**config.mk**
```make
export PLATFORM = sky130hd
export DESIGN_NAME = fpu_norm_round_flat
export DESIGN_NICKNAME = d
export VERILOG_FILES = /design/src/rtl/fpu_norm_round_if.sv /design/src/rtl/fpu_norm_round.sv /design/src/flat_wrapper.sv
export SDC_FILE = /design/constraint.sdc
export NUM_CORES = 1
export LEC_CHECK = 0
export CAP_MARGIN = 20
export CORE_ASPECT_RATIO = 1.25
export CORE_MARGIN = 5
export CORE_UTILIZATION = 45
export DETAILED_ROUTE_END_ITERATION = 16
export DONT_BUFFER_PORTS = 1
export MAX_ROUTING_LAYER = met4
export SYNTH_ARGS = -nofsm -noshare
export SYNTH_HDL_FRONTEND = slang
export SYNTH_SLANG_ARGS = --single-unit
```
**constraint.sdc**
```tcl
create_clock -name clk -period 4.04 [get_ports clk]
set_input_delay 0.202 -clock clk [delete_from_list [all_inputs] [get_ports clk]]
set_output_delay 0.202 -clock clk [all_outputs]
set_load 0.05 [all_outputs]
```
**src/rtl/fpu_norm_round_if.sv**
```systemverilog
// rtl/fpu_norm_round_if.sv - operand/result handshake bundle for the normalize-and-round stage
interface fpu_norm_round_if #(
  parameter int WIDTH     = 64,
  parameter int EXP_WIDTH = 11,
  parameter int MAN_WIDTH = 52
);
  logic                         in_valid;
  logic                         in_ready;
  logic [WIDTH:0]               in_mag;
  logic                         in_sign;
  logic [EXP_WIDTH-1:0]         in_exp;
  logic                         out_valid;
  logic                         out_ready;
  logic [EXP_WIDTH+MAN_WIDTH:0] out_result;
  logic                         out_overflow;
  logic                         out_underflow;
  logic                         out_inexact;

  modport master (
    output in_valid, in_mag, in_sign, in_exp, out_ready,
    input  in_ready, out_valid, out_result, out_overflow, out_underflow, out_inexact
  );

  modport slave (
    input  in_valid, in_mag, in_sign, in_exp, out_ready,
    output in_ready, out_valid, out_result, out_overflow, out_underflow, out_inexact
  );
endinterface

```
**src/rtl/fpu_norm_round.sv**
```systemverilog
// rtl/fpu_norm_round.sv - sequential normalize (one shift per cycle) and round-to-nearest-even packer
module fpu_norm_round #(
  parameter int WIDTH     = 64,
  parameter int EXP_WIDTH = 11,
  parameter int MAN_WIDTH = 52
) (
  input logic              clk,
  input logic              rst,
  fpu_norm_round_if.slave  bus
);
  localparam int EW = EXP_WIDTH + 2;
  localparam int RW = 1 + EXP_WIDTH + MAN_WIDTH;
  localparam logic [EW-1:0] EXP_ONE = EW'(1);
  localparam logic [EW-1:0] EXP_MAX = EW'((1 << EXP_WIDTH) - 1);
  localparam logic [WIDTH:0] LOW_MASK =
    ({{WIDTH{1'b0}}, 1'b1} << (WIDTH - 2 - MAN_WIDTH)) - {{WIDTH{1'b0}}, 1'b1};

  typedef enum logic [2:0] {IDLE, ALIGN, NORM, ROUND, DONE} state_t;

  state_t               state_q, state_d;
  logic [WIDTH:0]       mag_q;
  logic [EW-1:0]        exp_q;
  logic                 sign_q;
  logic                 sticky_q;
  logic [RW-1:0]        res_q;
  logic                 ovf_q, unf_q, inx_q;

  logic [MAN_WIDTH-1:0] frac;
  logic                 guard, sticky_all, round_up;
  logic [MAN_WIDTH+1:0] sum;
  logic [EW-1:0]        r_exp;
  logic                 r_hidden;
  logic [MAN_WIDTH-1:0] r_frac;
  logic [EXP_WIDTH-1:0] exp_field;
  logic                 r_ovf, r_unf, r_inx;
  logic [RW-1:0]        r_res;
  logic                 norm_stop;

  // Normalization halts at the hidden bit or at the minimum exponent (denormal).
  assign norm_stop = mag_q[WIDTH-1] | (exp_q <= EXP_ONE);

  always_comb begin
    frac       = mag_q[WIDTH-2 -: MAN_WIDTH];
    guard      = mag_q[WIDTH-2-MAN_WIDTH];
    sticky_all = sticky_q | (|(mag_q & LOW_MASK));
    round_up   = guard & (sticky_all | frac[0]);
    sum        = {1'b0, mag_q[WIDTH-1], frac} + (MAN_WIDTH+2)'(round_up);
    r_exp      = exp_q;
    r_hidden   = sum[MAN_WIDTH];
    r_frac     = sum[MAN_WIDTH-1:0];
    if (sum[MAN_WIDTH+1]) begin
      r_exp    = exp_q + EW'(1);
      r_hidden = 1'b1;
      r_frac   = '0;
    end
    exp_field = r_hidden ? r_exp[EXP_WIDTH-1:0] : '0;
    r_ovf     = (r_exp >= EXP_MAX);
    r_inx     = guard | sticky_all | r_ovf;
    r_unf     = !r_ovf && (exp_field == '0);
    r_res     = r_ovf ? {sign_q, {EXP_WIDTH{1'b1}}, {MAN_WIDTH{1'b0}}}
                      : {sign_q, exp_field, r_frac};
  end

  always_comb begin
    state_d = state_q;
    case (state_q)
      IDLE:    if (bus.in_valid) state_d = ALIGN;
      ALIGN:   state_d = (mag_q == '0) ? DONE : NORM;
      NORM:    if (norm_stop) state_d = ROUND;
      ROUND:   state_d = DONE;
      DONE:    if (bus.out_ready) state_d = IDLE;
      default: state_d = IDLE;
    endcase
  end

  always_ff @(posedge clk) begin
    if (rst) begin
      state_q <= IDLE;
    end else begin
      state_q <= state_d;
    end
  end

  always_ff @(posedge clk) begin
    if (rst) begin
      mag_q    <= '0;
      exp_q    <= '0;
      sign_q   <= 1'b0;
      sticky_q <= 1'b0;
      res_q    <= '0;
      ovf_q    <= 1'b0;
      unf_q    <= 1'b0;
      inx_q    <= 1'b0;
    end else begin
      case (state_q)
        IDLE: if (bus.in_valid) begin
          mag_q    <= bus.in_mag;
          sign_q   <= bus.in_sign;
          exp_q    <= (bus.in_exp == '0) ? EXP_ONE : {2'b00, bus.in_exp};
          sticky_q <= 1'b0;
        end
        ALIGN: begin
          if (mag_q == '0) begin
            res_q <= '0;
            ovf_q <= 1'b0;
            unf_q <= 1'b0;
            inx_q <= 1'b0;
          end else if (mag_q[WIDTH]) begin
            mag_q    <= mag_q >> 1;
            sticky_q <= sticky_q | mag_q[0];
            exp_q    <= exp_q + EW'(1);
          end
        end
        NORM: if (!norm_stop) begin
          mag_q <= mag_q << 1;
          exp_q <= exp_q - EW'(1);
        end
        ROUND: begin
          res_q <= r_res;
          ovf_q <= r_ovf;
          unf_q <= r_unf;
          inx_q <= r_inx;
        end
        default: ;
      endcase
    end
  end

  assign bus.in_ready      = (state_q == IDLE);
  assign bus.out_valid     = (state_q == DONE);
  assign bus.out_result    = res_q;
  assign bus.out_overflow  = ovf_q;
  assign bus.out_underflow = unf_q;
  assign bus.out_inexact   = inx_q;
endmodule

```
**src/flat_wrapper.sv**
```systemverilog
// flat-port wrapper written by rule: the top's interface ports become plain ports
module fpu_norm_round_flat 
#(
  parameter int WIDTH     = 64,
  parameter int EXP_WIDTH = 11,
  parameter int MAN_WIDTH = 52
)
  (clk, rst, bus_in_valid, bus_in_mag, bus_in_sign, bus_in_exp, bus_out_ready, bus_in_ready, bus_out_valid, bus_out_result, bus_out_overflow, bus_out_underflow, bus_out_inexact);
  fpu_norm_round_if #(.WIDTH(WIDTH), .EXP_WIDTH(EXP_WIDTH), .MAN_WIDTH(MAN_WIDTH)) bus_i ();
  input logic clk;
  input logic rst;
  input wire logic [$bits(bus_i.in_valid)-1:0] bus_in_valid;
  input wire logic [$bits(bus_i.in_mag)-1:0] bus_in_mag;
  input wire logic [$bits(bus_i.in_sign)-1:0] bus_in_sign;
  input wire logic [$bits(bus_i.in_exp)-1:0] bus_in_exp;
  input wire logic [$bits(bus_i.out_ready)-1:0] bus_out_ready;
  output wire logic [$bits(bus_i.in_ready)-1:0] bus_in_ready;
  output wire logic [$bits(bus_i.out_valid)-1:0] bus_out_valid;
  output wire logic [$bits(bus_i.out_result)-1:0] bus_out_result;
  output wire logic [$bits(bus_i.out_overflow)-1:0] bus_out_overflow;
  output wire logic [$bits(bus_i.out_underflow)-1:0] bus_out_underflow;
  output wire logic [$bits(bus_i.out_inexact)-1:0] bus_out_inexact;
  assign bus_i.in_valid = bus_in_valid;
  assign bus_i.in_mag = bus_in_mag;
  assign bus_i.in_sign = bus_in_sign;
  assign bus_i.in_exp = bus_in_exp;
  assign bus_i.out_ready = bus_out_ready;
  assign bus_in_ready = bus_i.in_ready;
  assign bus_out_valid = bus_i.out_valid;
  assign bus_out_result = bus_i.out_result;
  assign bus_out_overflow = bus_i.out_overflow;
  assign bus_out_underflow = bus_i.out_underflow;
  assign bus_out_inexact = bus_i.out_inexact;
  fpu_norm_round #(.WIDTH(WIDTH), .EXP_WIDTH(EXP_WIDTH), .MAN_WIDTH(MAN_WIDTH)) u_core (.clk(clk), .rst(rst), .bus(bus_i));
endmodule
```
==> metrics.md <==
| Metric | Value |
|---|---|
| Critical path's top delay family | simple AND/OR/NAND/NOR gates |
| Fmax | 294 MHz |
| Area leader, netlist | dfxtp_1 |
| Worst setup EP type | flop |
| Top-count cell post-synth | nand2_1 |
| Commonest register cell after synthesis | dfxtp_1 |
| CTS buffer count | 17 |
| Htree depth | 4 |
| Die width | 133 um |
| Dpl ws | 0.685 ns |
| Routed len/inst | 20.7 um |
| Cell variety after synth | 54 |
| RSZ-0062 raised after global routing | no |
| Clock buffer depth | 2 |
| Routed Antenna Nets | 0 |
| Worst EP arrival | 3.75 ns |
| Root buf cell | clkbuf_16 |
| Post-CTS Setup Bufs | 0 |
| Area Growth Syn to Fin | 16.0% |
| Post-synth EDFFs | 0 |
| Die Area | 0.0217 mm^2 |
| Seq/Total Area, Yosys | 0.355 |
| Antenna Cells | 0 |
| Worst slew pin tran | 1.11 ns |
| Input/output buffers | 0 |
| Worst-path fanout max | 9 |
| Maximum VDD drop | 0.270 mV |
| Global-route wire length before repair | 43.5 mm |
| Total nets after synthesis | 1201 |
| Yosys top cell area share | 0.355 |
| Largest net degree at the start of global routing | 97 |
| Final Core Density | 0.526 |
| #FFs+latches synth | 150 |
| FP Rows | 56 |
| CORE AREA | 0.0186 mm^2 |
| Layout Skew | 0.00746 ns |
| Final nets | 1185 |
| Syn avg cell area | 7.58 um^2 |
| Clk sinks | 150 |
| CP max stage delay | 0.64 ns |
| Via count | 8289 |
| Residual DRC | 0 |
| Clk_lat worst skew | 0.42 ns |
| Vias per inst | 6.17 |
| Commonest cells in the netlist | 169 x nand2_1, 150 x dfxtp_1, 120 x nor2_1 |
| Max-cap violations | 0 |
| DRT Pass-1 Iters | 6 |
| Vert. Die Dim | 163 um |
| PD cells | 491 mW/mm^2 |
| Largest cells by area after synthesis | dfxtp_1 36%, nand2_1 7.5%, a22oi_1 7.3%, a311oi_1 6.7%, nor2_1 5.3% |
| WS Path Type | reg -> reg |
| Status | complete, no violations |
| Buffers & Inverters on Critical Path | 0 |
| Routability-driven placement congestion ratio | 0.930 |
| Grt ovf | 0 |
| Io pins | 150 |
| Final WS setup | 0.634 ns |
| Final Max Slew Viols | 0 |
| Worst setup path startpoint | u_core.mag_q[10] |
| Worst Hold Class | in -> reg |
| FF-to-FF Start | u_core.mag_q[10] |
| CTS tree | built |
| Final Setup Violations | 0 |
| Tcrit/Tclk final | 0.843 |
| Fill cells | 1825 |
| CP startpoint kind | flop |
| WL final | 27.8 mm |
| Final setup TNS | 0 ns |
| Post-Synthesis Cell Area | 0.00846 mm^2 |
| Initial antenna violation count | 0 |
| HP Start | bus_in_mag[12] |
| Starting density of the core | 0.454 |
| Fin. Hold Viols | 0 |
| Flop2flop setup slack | 0.63 ns |
| Vias in the first global route | 7662 |
| Cell Chain, Critical Path | nand3_1 > or3_1 > or4_1 > o31a_1 > or4_1 > or4_1 > a22oi_2 |
| Worst path slowest cell | or4_1 |
| Layout cells sized above 1 | 0.0711 |
| Leak | 3.29 nW |
| Most common cell on crit path | or4_1 |
| Cells after synthesis | 1116 |
| Reg clk slew, reported paths | 0.06 ns |
| Max transition margin | 0.260 |
| Yosys warnings | 0 |
| Worst path required time | 4.38 ns |
| Post-synthesis async set-or-reset flop share | 0 |
| HPWL after DPL | 19.2 mm |
| All-layer global routing usage | 0.256 |
| Initial DRC count | 774 |
| Clock period minus worst slack | 3.41 ns |
## placed cells by master (no fill, tap or decap), types with 3 or more instances in the layout
master           n
o21a_1           3
ha_1             4
or2_2            5
clkbuf_16       17
buf_12           5
clkbuf_8         3
and4_1          12
clkinv_2         3
dfxtp_1        150
or4_1            7
dlygate4sd3_1   63
o21ai_0         23
or3_1            5
nor3b_1          3
o31a_1           4
o31ai_1         24
nand4_1         20
nor2_1         117
o221ai_1         3
nand2_1        169
and3_1          17
xnor2_1         35
nor3_1          15
a311oi_1        65
inv_1            6
a21oi_1         23
o21ai_1         28
o22ai_1         12
a31oi_1          6
nand2b_1         5
xor2_1          26
clkinvlp_4       3
a32oi_1          3
a22oi_1         82
nand3_1         41
buf_4           26
nor4_1          31
a221oi_1         3
a211oi_1         4
## report_power, final
part	internal (mW)	switching (mW)
Sequential	1.66	0.366
Combinational	0.524	0.763
Clock	0.887	0.623
Total	3.07	1.75
## layer usage
layer | share of wire | wire (um) | global-route usage
met1 | 0.42 | 11800 | 0.316
met2 | 0.49 | 13700 | 0.424
met3 | 0.062 | 1720 | 0.0542
met4 | 0.022 | 608 | 0.0775
met5 | 0 | 0 | -
## what timing repair did
item                                    4_1_cts  5_1_grt
endpoints found under the hold margin        96        1
endpoints found under the setup margin        0        0
hold buffers                                 63        1
resized for setup                             0        0
## sequential cells by signal (all words and copies together) (netlist names)
register                  count
u_core.bus.out_result        64
u_core.state_q                3
u_core.bus.out_underflow      1
u_core.exp_q                 13
u_core.sticky_q               1
u_core.bus.out_overflow       1
u_core.mag_q                 65
u_core.bus.out_inexact        1
u_core.sign_q                 1
## worst register-to-register path, stage by stage (launching register included)
cell and delay, ns:
dfxtp_1 0.49, nand3_1 0.18, or3_1 0.53, or4_1 0.65, o31a_1 0.35, or4_1 0.51
or4_1 0.50, a22oi_2 0.13
## through the flow
stage / hold WS, ns / power (mW) / std cells / cell area [um^2]
2_1_floorplan: 0.349 / 2.89 / 1116 / 8460
3_3_place_gp: 0.282 / 3.24 / 1249 / 8600
3_5_place_dp: 0.283 / 3.25 / 1249 / 8600
4_1_cts: 0.00220 / 4.83 / 1342 / 9800
5_1_grt: 0.000225 / 5.06 / 1343 / 9810
6_report: 0.0167 / 4.82 / 1343 / 9810
## kinds of logic after synthesis
group / count (synthesis) / share of synthesized area
adder cells (fa/ha/maj): 4 / 0.00592
XOR/XNOR: 61 / 0.0632
AND/OR/NAND/NOR: 465 / 0.257
buffers and inverters: 136 / 0.0621
multiplexers: 3 / 0.00370
AO/OA/AOI/OAI: 297 / 0.253
flip-flops: 150 / 0.355
## path summary, 6_finish.rpt
check / cells after the start / to
max: 7 / u_core.bus.out_underflow
min: 2 / u_core.mag_q[12]
max reg2reg: 7 / u_core.bus.out_underflow
min reg2reg: 2 / u_core.bus.out_result[63]
## area by class of cell
cell class              instances  area, um^2  share of cell area
clock inverters                 8        76.3             0.00778
repair buffers                 95         953              0.0972
multi-input cells             830        4990               0.509
clock buffers                  22         474              0.0484
well taps                     232         290              0.0296
flip-flops and latches        150        3000               0.306
inverters                       6        22.5             0.00230
Power figures use the tool's default switching activity.
